**config.mk**
```make
export PLATFORM = sky130hd
export DESIGN_NAME = button_db_multi
export DESIGN_NICKNAME = d
export VERILOG_FILES = /design/src/rtl/button_db_multi.sv
export SDC_FILE = /design/constraint.sdc
export NUM_CORES = 1
export LEC_CHECK = 0
export ABC_AREA = 1
export CAP_MARGIN = 30
export CORE_ASPECT_RATIO = 0.75
export CORE_UTILIZATION = 35
export DETAILED_ROUTE_END_ITERATION = 8
export RECOVER_POWER = 25
export SYNTH_ARGS = -nofsm -noshare
export SYNTH_HDL_FRONTEND = slang
export SYNTH_SLANG_ARGS = --single-unit
```
**constraint.sdc**
```tcl
create_clock -name clk_in -period 1.8 [get_ports clk_in]
set_input_delay 0.18 -clock clk_in [delete_from_list [all_inputs] [get_ports clk_in]]
set_output_delay 0.18 -clock clk_in [all_outputs]
set_load 0.01 [all_outputs]
```
**src/rtl/button_db_multi.sv**
```systemverilog
// button_db_multi: CHANNELS-wide pushbutton debouncer with a shared sample
// tick, 2-FF sync, hysteretic integrator, edge pulses and long-press pulse.
module button_db_multi #(
  parameter int CHANNELS = 4,
  parameter int CLK_DIV = 62500,
  parameter int CNT_MAX = 32,
  parameter int HIGH_TH = 28,
  parameter int LOW_TH = 3,
  parameter int LONG_TICKS = 1600,
  parameter logic [CHANNELS-1:0] INVERT = {CHANNELS{1'b0}}
) (
  input  logic                clk_in,
  input  logic                reset_n,
  input  logic                en,
  input  logic [CHANNELS-1:0] button_in,
  output logic [CHANNELS-1:0] button_out,
  output logic [CHANNELS-1:0] press_pulse,
  output logic [CHANNELS-1:0] release_pulse,
  output logic [CHANNELS-1:0] long_pulse,
  output logic                tick
);

  localparam int DW = $clog2(CLK_DIV);
  localparam int CW = $clog2(CNT_MAX);
  localparam int HW = $clog2(LONG_TICKS + 1);

  localparam logic [DW-1:0] DIV_TOP = DW'(CLK_DIV - 1);
  localparam logic [CW-1:0] CNT_TOP = CW'(CNT_MAX - 1);
  localparam logic [CW-1:0] C_HI = CW'(HIGH_TH);
  localparam logic [CW-1:0] C_LO = CW'(LOW_TH);
  localparam logic [HW-1:0] H_TOP = HW'(LONG_TICKS);

  if (CHANNELS < 1 || CHANNELS > 32 || CLK_DIV < 2 ||
      LONG_TICKS < 1 || LOW_TH < 0 || LOW_TH >= HIGH_TH ||
      HIGH_TH > CNT_MAX - 1) begin : g_param_err
    $error("button_db_multi: illegal parameter set");
  end

  logic [DW-1:0]       div;
  logic [CHANNELS-1:0] s1;
  logic [CHANNELS-1:0] s2;
  logic                step;

  // free-running sample divider, independent of en
  always_ff @(posedge clk_in or negedge reset_n) begin
    if (!reset_n) begin
      div <= '0;
    end else if (div == DIV_TOP) begin
      div <= '0;
    end else begin
      div <= div + 1'b1;
    end
  end

  assign tick = (div == DIV_TOP);
  assign step = tick & en;

  // two-flop synchroniser, polarity normalised before the first flop
  always_ff @(posedge clk_in or negedge reset_n) begin
    if (!reset_n) begin
      s1 <= '0;
      s2 <= '0;
    end else begin
      s1 <= button_in ^ INVERT;
      s2 <= s1;
    end
  end

  for (genvar i = 0; i < CHANNELS; i++) begin : g_ch
    logic [CW-1:0] cnt;
    logic [HW-1:0] hold;
    logic          db;
    logic          prs;
    logic          rls;
    logic          lng;
    logic          at_max;
    logic          rise;
    logic          fall;

    assign rise = !db && (cnt >= C_HI);
    assign fall = db && (cnt <= C_LO);

    // saturating integrator, moves one step per enabled tick
    always_ff @(posedge clk_in or negedge reset_n) begin
      if (!reset_n) begin
        cnt <= '0;
      end else if (step) begin
        if (s2[i] && cnt != CNT_TOP) begin
          cnt <= cnt + 1'b1;
        end else if (!s2[i] && cnt != '0) begin
          cnt <= cnt - 1'b1;
        end
      end
    end

    // hysteretic level with pulses aligned to the level change
    always_ff @(posedge clk_in or negedge reset_n) begin
      if (!reset_n) begin
        db  <= 1'b0;
        prs <= 1'b0;
        rls <= 1'b0;
      end else begin
        db  <= rise | (db & !fall);
        prs <= rise;
        rls <= fall;
      end
    end

    // hold timer; long pulse fires once when it first reaches the top
    always_ff @(posedge clk_in or negedge reset_n) begin
      if (!reset_n) begin
        hold   <= '0;
        at_max <= 1'b0;
        lng    <= 1'b0;
      end else begin
        if (!db) begin
          hold <= '0;
        end else if (step && hold != H_TOP) begin
          hold <= hold + 1'b1;
        end
        at_max <= (hold == H_TOP);
        lng    <= db && (hold == H_TOP) && !at_max && !fall;
      end
    end

    assign button_out[i]    = db;
    assign press_pulse[i]   = prs;
    assign release_pulse[i] = rls;
    assign long_pulse[i]    = lng;
  end

endmodule
```
# After elaboration in Yosys (flattened, before gate mapping)
# Index checks and enable logic that the tools add are counted.
[op_classes]
addsub = 13
n_lt_le_gt_ge = 8
n_eq_ne = 17
mux = 17
n_bitwise = 9
n_reduce_logical = 60
[op_table]
columns = ["operator", "n"]
rows = [
  ["two-way mux 11 bit", 8],
  ["adder 11 x 1 -> 11 bit, second input constant", 4],
  ["equality test 11 bit, second input constant", 4],
  ["inequality test 11 bit, second input constant", 4],
  ["two-way mux 5 bit", 8],
  ["logical AND 1 bit", 32],
  ["adder 5 x 1 -> 5 bit, second input constant", 4],
  [">= comparator 5 bit, second input constant", 4],
  ["<= comparator 5 x 2 -> 1 bit, second input constant", 4],
  ["inequality test 5 bit, second input constant", 4],
  ["nonzero test 5 bit", 4],
  ["subtractor 5 x 1 -> 5 bit, second input constant", 4],
  ["adder 16 x 1 -> 16 bit, second input constant", 1],
  ["equality test 16 bit, second input constant", 1],
  ["logical NOT 1 bit", 16],
  ["two-way mux 16 bit", 1],
  ["inequality test 2 x 1 -> 1 bit, second input constant", 4],
  ["AND reduction 2 bit", 4],
  ["nonzero test 2 bit", 4],
  ["AND 1 bit", 5],
  ["bitwise OR 1 bit", 4],
]
[totals]
reg_bits = 108
inputBits = 7
output_inout_bits = 17
word_cells = 155

# Depth between registers and ports, before layout
# Gate-level depths: netlist of the first run.
[logic_depth]
word_depth = 5
ltp_mapped = 11
depth_no_buf = 11

# Worst setup path before layout of the first run
# No wires, ideal clock.
[synth_path]
kind = "reg2reg"
start = "register g_ch[0].cnt[2]"
end = "register g_ch[0].cnt[4]"
setup_ns = 0.117
arrival_ns = 1.756
required_time_ns = 1.683
setup_slack_ns = -0.073
path_stages_with_launch = 11
path_buffers = 0
period_less_slack_ns = 1.873
cell_sequence = "dfrtp_1 -> nand3_1 -> o21ai_0 -> inv_1 -> fa_1 -> nor2_1 -> nor2_1 -> nand3_1 -> nand2_1 -> nand2_1 -> nand2_1"
[synth_between]
elab_chain_len = 4
elab_cells_between_ends = 10
cone_classes = "add/sub: 2; eq/ne: 1; mux: 2; reduce/logical: 5"
[synth_lines]
columns = ["item", "line_no", "text"]
rows = [
  ["from (decl)", "70", "logic [CW-1:0] cnt;"],
  ["from (signal assigned)", "89", "cnt <= cnt + 1'b1;"],
  ["from (signal assigned)", "91", "cnt <= cnt - 1'b1;"],
  ["branches (longest 4 deep; another with subtractor 5 x 1 -> 5 bit)", "-", ""],
]
# Several ways; the timed one is not identified. The select of a mux whose other input is x is not followed.
# A chain may end at the register's enable or synchronous reset.

# Worst setup path in the final report of the first run
[layout_path]
start = "register div[0]"
end = "output port tick"
[layout_between]
elab_chain_len = 1
[layout_lines]
columns = ["item", "line_no", "text"]
rows = [
  ["from (decl)", "39", "logic [DW-1:0] div;"],
  ["from (signal assigned)", "51", "div <= div + 1'b1;"],
  ["equality test 16 bit", "55", "assign tick = (div == DIV_TOP);"],
  ["to (decl)", "20", "output logic tick"],
]
# No other way between the ends.

==> impl_metrics.py, run 1 <==
metrics = {
    "status": {
        "status": "finished clean",
    },
    "clock_network": {
        "cts_tree": "built",
        "htreeDepth": 3,
        "cts.sink_count": 108,
        "clock_insertion_delay_worst_skew_ns": 0.36,
        "tritoncts.num_buffers": 9,
        "clock_tree.buffer_depth": 2,
        "cts.root.buffer_cell": "sky130_fd_sc_hd__clkbuf_16",
        "worst_setup_hold_path_clk_slew_ns": 0.07,
    },
    "cells_and_area": {
        "leading_cell_type_in_the_layout_fill_and_taps_excluded": "sky130_fd_sc_hd__nand2_1",
        "mostFrequentLayoutCells": "sky130_fd_sc_hd__nand2_1 (275), sky130_fd_sc_hd__nand3_1 (133), sky130_fd_sc_hd__inv_1 (123)",
        "layout-drive-gt1-share_pct": 13.2,
        "layout.nets": 1047,
        "sequential_cell_area_um2": 2700,
        "top_register": "g_ch.hold",
        "insertedDiodeCount": 0,
        "largest_registers": "g_ch.hold: 44 flops, g_ch.cnt: 20 flops, div: 16 flops",
        "synthToLayoutAreaGrowth_pct": 19.1,
        "fillCellCount": 1900,
        "multi_input_area_um2": 3470,
        "largest_register_ff_count": 44,
    },
    "floorplanning": {
        "cell_row_count": 43,
        "die_height_um": 122,
        "dieArea_um2": 19900,
        "chipWidth_um": 163,
        "floorplan.initialDensity_pct": 36.1,
        "fp.coreArea_um2": 18700,
        "design.portCount": 24,
    },
    "power": {
        "switching_share_pct": 22.5,
        "power.switching_mw": 1.04,
        "seqPwrFrac_pct": 52.7,
        "internal_power_mw": 3.59,
        "power_per_cell_area_nw_per_um2": 576,
        "power_leakage_nw": 4.18,
        "power_frac_clock_pct": 43.7,
        "combinationalPowerShare_pct": 3.6,
        "ir_worst_vdd_uv": 309,
        "fin_total_pwr_mw": 4.64,
    },
    "routing": {
        "route.detailed.wl_per_inst_um": 11.3,
        "final_antenna_net_count": 0,
        "drt_pass1_iterations": 6,
        "viasPerCell": 4.59,
        "totalWireLength_um": 14300,
        "detail_route.drc_violations": 0,
        "num_vias": 5815,
        "drt-initial-drc-count": 343,
    },
    "timing": {
        "finalSetupViolations": 0,
        "period_utilization_pct": 94.0,
        "totalNegativeSetupSlack_ns": 0,
        "post-route-worst-setup-slack_ns": 0.108,
        "fmax_mhz": 591,
        "final-max-slew-violation-count": 0,
        "report.final.hold_viol_count": 0,
        "slew_headroom_pct": 38.7,
        "worst_pin_slew_ns": 0.920,
        "timing.clock.skew_ns": 0.00904,
        "timing.final.crit_period_ns": 1.69,
    },
    "grt": {
        "grt_pass1_wl_um": 25000,
        "grt_antenna_before_repair": 0,
        "vias_in_the_first_global_route": 5284,
        "global_route.overflow_total": 0,
        "grt_util_all_layers_pct": 15.6,
        "grt_max_degree": 36,
    },
    "yosys": {
        "synthesis.yosys.warnings": 0,
        "synth_edf_count": 0,
        "syn_inst": 948,
        "synthesis.area_um2": 6760,
        "async_flop_share_pct": 100,
        "synthesized_area_per_cell_um2": 7.13,
        "flip_flop_and_latch_count_after_synthesis": 108,
        "mappedNetlistNets": 981,
        "synthFlopType": "sky130_fd_sc_hd__dfrtp_1",
        "sequential_area_share_after_synthesis_pct": 40.0,
        "post_synth_num_cell_types": 32,
    },
    "flow_run": {
        "reported_max_cap_violation_count": 0,
    },
    "worst_setup_path": {
        "max_fo_critical_path": 2,
        "worst-endpoint-arrival_ns": 1.51,
        "reg2reg_setup_slack_ns": 0.11,
        "startpoint_type": "flip-flop",
        "crit_path_end_kind": "primary output",
        "worst-endpoint-required_ns": 1.62,
        "timing_worst_setup_path_type": "reg -> out",
    },
    "place": {
        "worst_case_setup_slack_after_placement_ns": -0.134,
        "globalplace.congestion": 0.895,
        "placement.io_buffers": 23,
        "detail_placement_hpwl_um": 10400,
    },
    "min_path": {
        "hold_path_class": "reg -> reg",
    },
}
-- critical path, stage by stage, from the launching register on --
cell	delay, ns
sky130_fd_sc_hd__dfrtp_1	0.35
sky130_fd_sc_hd__ha_1	0.16
sky130_fd_sc_hd__inv_1	0.06
sky130_fd_sc_hd__nor2_1	0.12
sky130_fd_sc_hd__nand2_1	0.09
sky130_fd_sc_hd__nor4_1	0.18
sky130_fd_sc_hd__buf_2	0.20
-- metrics by stage --
step | hold WS, ns | instances | cell area, um^2 | util (%)
floorplan | -0.116 | 948 | 6760 | -
global placement | 0.162 | 1237 | 7520 | 40.2
CTS | 0.241 | 1254 | 7830 | 41.8
detailed placement | 0.169 | 1237 | 7520 | 40.2
finish | 0.350 | 1266 | 8050 | 43.0
global route | 0.359 | 1266 | 8050 | 43.0
-- synthesized netlist by cell type, types with 3 or more instances --
master | n | area, um^2
sky130_fd_sc_hd__nor2_4 | 7 | 78.8
sky130_fd_sc_hd__nand4_1 | 14 | 87.6
sky130_fd_sc_hd__inv_1 | 123 | 462
sky130_fd_sc_hd__buf_4 | 19 | 143
sky130_fd_sc_hd__ha_1 | 22 | 275
sky130_fd_sc_hd__dfrtp_1 | 108 | 2700
sky130_fd_sc_hd__a21oi_1 | 5 | 25.0
sky130_fd_sc_hd__xor2_1 | 29 | 254
sky130_fd_sc_hd__nand2_1 | 278 | 1040
sky130_fd_sc_hd__buf_1 | 3 | 11.3
sky130_fd_sc_hd__nor3_1 | 12 | 60.1
sky130_fd_sc_hd__nor4_1 | 7 | 43.8
sky130_fd_sc_hd__nand3_1 | 139 | 696
sky130_fd_sc_hd__nor2_1 | 110 | 413
sky130_fd_sc_hd__buf_2 | 8 | 40.0
sky130_fd_sc_hd__clkbuf_1 | 7 | 26.3
sky130_fd_sc_hd__o21ai_0 | 21 | 105
sky130_fd_sc_hd__inv_2 | 7 | 26.3
sky130_fd_sc_hd__or2_2 | 5 | 31.3
sky130_fd_sc_hd__fa_1 | 4 | 80.1
sky130_fd_sc_hd__nor2_2 | 3 | 18.8
-- per-layer routing --
layer | vias up | track usage (%) | routed length (um)
met1 | 2633 | 22.5 | 7620
met3 | 14 | 3.08 | 501
met4 | 0 | 4.19 | 148
li1 | 3089 | - | -
met2 | 79 | 23.5 | 6010
met5 | - | 0 | 0
-- final timing paths --
path | startpoint | to | cells past startpoint
min reg2reg | s1[0] | s2[0] | 0
max in group asynchronous | reset_n | g_ch[2].hold[0] | 3
min | s1[0] | s2[0] | 0
min in group asynchronous | reset_n | g_ch[1].hold[10] | 2
max reg2reg | g_ch[3].cnt[2] | g_ch[3].cnt[4] | 11
max | div[0] | tick | 6
-- power by group through the flow --
stage | registers, mW | clock network [mW] | logic [mW]
final | 2.44 | 2.03 | 0.168
after global routing | 2.44 | 2.18 | 0.195
after CTS | 2.44 | 2.09 | 0.164
after floorplan | 2.49 | 0 | 0.0595
after detailed placement | 2.49 | 0 | 0.161
after global placement | 2.49 | 0 | 0.158
-- layout make-up --
type | count | share of cell area [%]
Inverter | 132 | 6.15
Multi-Input combinational cell | 670 | 43.1
Clock inverter | 6 | 0.870
Sequential cell | 108 | 33.6
Tap cell | 247 | 3.84
Clock buffer | 10 | 2.84
Timing Repair Buffer | 93 | 9.60
-- logic make-up (layout without fill, tap and decap cells) --
group | Yosys count | after routing | share of synthesized area, %
buffers and inverters | 170 | 241 | 10.7
XOR/XNOR | 31 | 31 | 4.01
adder cells (fa/ha/maj) | 26 | 26 | 5.25
AO/OA/AOI/OAI | 29 | 29 | 2.26
AND/OR/NAND/NOR | 584 | 584 | 37.8
flip-flops | 108 | 108 | 40.0
-- what timing repair did --
item / CTS / global route
cloned: 0 / 0
hold endpoints to repair: 28 / 0
pin swaps: 0 / 16
buffers inserted: 0 / 13
hold buffers: 1 / 0
resized for setup: 8 / 27
setup endpoints to repair: 5 / 31
(Power assumes the default switching activity.)
==> run 2: changes to the inputs <==
PLACE_DENSITY_LB_ADDON = 0.2   (was unset)
==> run 2 against run 1 <==
Compared with the run above:
- sequential power is essentially flat
- via count shrank 0.19%
- global-route usage grew 0.27 points
- utilization grew 0.23 points
- critical endpoint unchanged
- highest routed layer unchanged
- critical path type unchanged
==> impl_metrics.py, run 2 (synthesized netlist as in run 1, its figures left out) <==
metrics = {
    "worst_setup_path": {
        "worst-endpoint-required_ns": 1.62,
        "worst-endpoint-arrival_ns": 1.54,
        "critical_path.cell_chain": "ha_2 -> inv_1 -> nor2_2 -> nand2_2 -> nor4_2 -> buf_2",
        "crit_path_end_kind": "primary output",
        "startpoint_type": "flip-flop",
        "critical_path_buf_inv_count": 2,
        "timing_worst_setup_path_type": "reg -> out",
        "crit_path_top_delay_cell": "sky130_fd_sc_hd__dfrtp_1",
        "path_delay_family": "simple AND/OR/NAND/NOR gates",
        "max_fo_critical_path": 2,
        "timing.critical_path.slowest_cell_delay_ns": 0.35,
    },
    "timing": {
        "timing.final.crit_period_ns": 1.72,
        "unrepaired_setup_endpoints_after_global_routing": "true",
        "report.final.hold_viol_count": 0,
        "worst_pin_slew_ns": 0.707,
        "fmax_mhz": 583,
        "finalHoldWorstSlack_ns": 0.347,
        "finalSetupViolations": 0,
        "slew_headroom_pct": 52.8,
        "final-max-slew-violation-count": 0,
        "timing.clock.skew_ns": 0.00666,
        "period_utilization_pct": 95.3,
    },
    "grt": {
        "grt_pass1_wl_um": 25100,
        "global_route.overflow_total": 0,
        "grt_util_all_layers_pct": 15.8,
        "grt_max_degree": 34,
        "vias_in_the_first_global_route": 5193,
        "grt_antenna_before_repair": 0,
    },
    "cells_and_area": {
        "top_register": "g_ch.hold",
        "largest_register_ff_count": 44,
        "fillCellCount": 1919,
        "finish.cell_count_without_fillers": 1272,
        "leading_cell_type_in_the_layout_fill_and_taps_excluded": "sky130_fd_sc_hd__nand2_1",
        "largest_registers": "g_ch.hold: 44 flops, g_ch.cnt: 20 flops, div: 16 flops",
        "synthToLayoutAreaGrowth_pct": 19.7,
        "finalCoreUtilization_pct": 43.2,
        "multi_input_area_um2": 3470,
        "sequential_cell_area_um2": 2700,
        "layout.nets": 1055,
        "layout-drive-gt1-share_pct": 14.3,
        "mostFrequentLayoutCells": "sky130_fd_sc_hd__nand2_1 (274), sky130_fd_sc_hd__nand3_1 (132), sky130_fd_sc_hd__inv_1 (122)",
        "insertedDiodeCount": 0,
    },
    "routing": {
        "totalWireLength_um": 14900,
        "viasPerCell": 4.56,
        "route.detailed.wl_per_inst_um": 11.7,
        "final_antenna_net_count": 0,
        "num_vias": 5804,
        "drt-initial-drc-count": 443,
        "drt_pass1_iterations": 5,
        "detail_route.drc_violations": 0,
    },
    "clock_network": {
        "cts_tree": "built",
        "worst_setup_hold_path_clk_slew_ns": 0.07,
        "cts.sink_count": 108,
        "tritoncts.num_buffers": 9,
        "cts.root.buffer_cell": "sky130_fd_sc_hd__clkbuf_16",
        "clock_tree.buffer_depth": 2,
        "clock_insertion_delay_worst_skew_ns": 0.36,
        "htreeDepth": 3,
    },
    "place": {
        "placement.io_buffers": 23,
        "globalplace.congestion": 0.880,
        "detail_placement_hpwl_um": 10900,
        "dpl.cell_count": 1245,
    },
    "floorplanning": {
        "fp.coreArea_um2": 18700,
        "floorplan.initialDensity_pct": 36.1,
        "dieArea_um2": 19900,
        "cell_row_count": 43,
        "chipWidth_um": 163,
        "design.portCount": 24,
        "die_height_um": 122,
    },
    "power": {
        "power_leakage_nw": 4.19,
        "fin_total_pwr_mw": 4.59,
        "ir_worst_vdd_uv": 480,
        "power_per_cell_area_nw_per_um2": 567,
    },
    "flow_run": {
        "reported_max_cap_violation_count": 0,
    },
    "status": {
        "status": "finished clean",
    },
    "min_path": {
        "hold_path_class": "reg -> reg",
    },
}
==> run 2: changes by cell type in the layout (fill, tap and decap cells not counted), sizes merged <==
cell    previous run  this run
clkbuf            11        13
clkinv             3         2
buf               70        75
==> run 2: path summary, 6_finish.rpt <==
path	from	endpoint	slack, ns	cells past startpoint
min in group asynchronous	reset_n	g_ch[1].hold[10]	0.36	2
max reg2reg	g_ch[2].cnt[2]	g_ch[2].cnt[4]	0.09	12
max	div[0]	tick	0.08	6
min reg2reg	s1[0]	s2[0]	0.35	0
max in group asynchronous	reset_n	g_ch[3].cnt[1]	0.32	3
min	s1[0]	s2[0]	0.35	0
==> run 2: cell type report <==
class | instances | area share [%]
Tap cell | 247 | 3.82
Clock inverter | 5 | 0.773
Inverter | 132 | 6.12
Sequential cell | 108 | 33.4
Timing Repair Buffer | 101 | 10.2
Multi-Input combinational cell | 670 | 42.9
Clock buffer | 9 | 2.78
==> run 2: power breakdown <==
group	switching [mW]	total (mW)	internal, mW	leakage [nW]
sequential	0.00498	2.44	2.43	1.47
combinational	0.101	0.162	0.0618	2.59
clock	0.917	1.99	1.07	0.134
total	1.02	4.59	3.57	4.19
==> run 2: routing by layer <==
| metal | GRT usage, % | part of all wire, % |
|---|---|---|
| met1 | 24.3 | 55 |
| met5 | 0 | 0 |
| met2 | 22.1 | 40 |
| met4 | 3.77 | 1.1 |
| met3 | 3.55 | 3.7 |
==> run 2: stage by stage <==
stage | instance area [um^2] | TNS, ns | setup WS [ns]
finish | 8100 | 0 | 0.0846
global route | 8100 | -0.0518 | -0.0274
CTS | 7890 | 0 | 0.0117
detailed placement | 7590 | -0.0353 | -0.0353
global placement | 7590 | -0.0699 | -0.0699
floorplan | 6760 | 0 | 0.00218
==> run 2: timing repair <==
| action | in CTS | in global routing |
|---|---|---|
| pin swaps | 0 | 18 |
| hold buffers | 1 | 0 |
| resized for setup | 6 | 43 |
| hold endpoints to repair | 18 | 0 |
| gates cloned | 0 | 1 |
| endpoints found under the setup margin | 1 | 55 |
| setup buffers | 0 | 11 |
==> run 3: changes to the inputs <==
CTS_CLUSTER_DIAMETER = 150   (was unset)
==> results of run 3 <==
The final DEF is identical to that of run 2; final timing and power are the same.
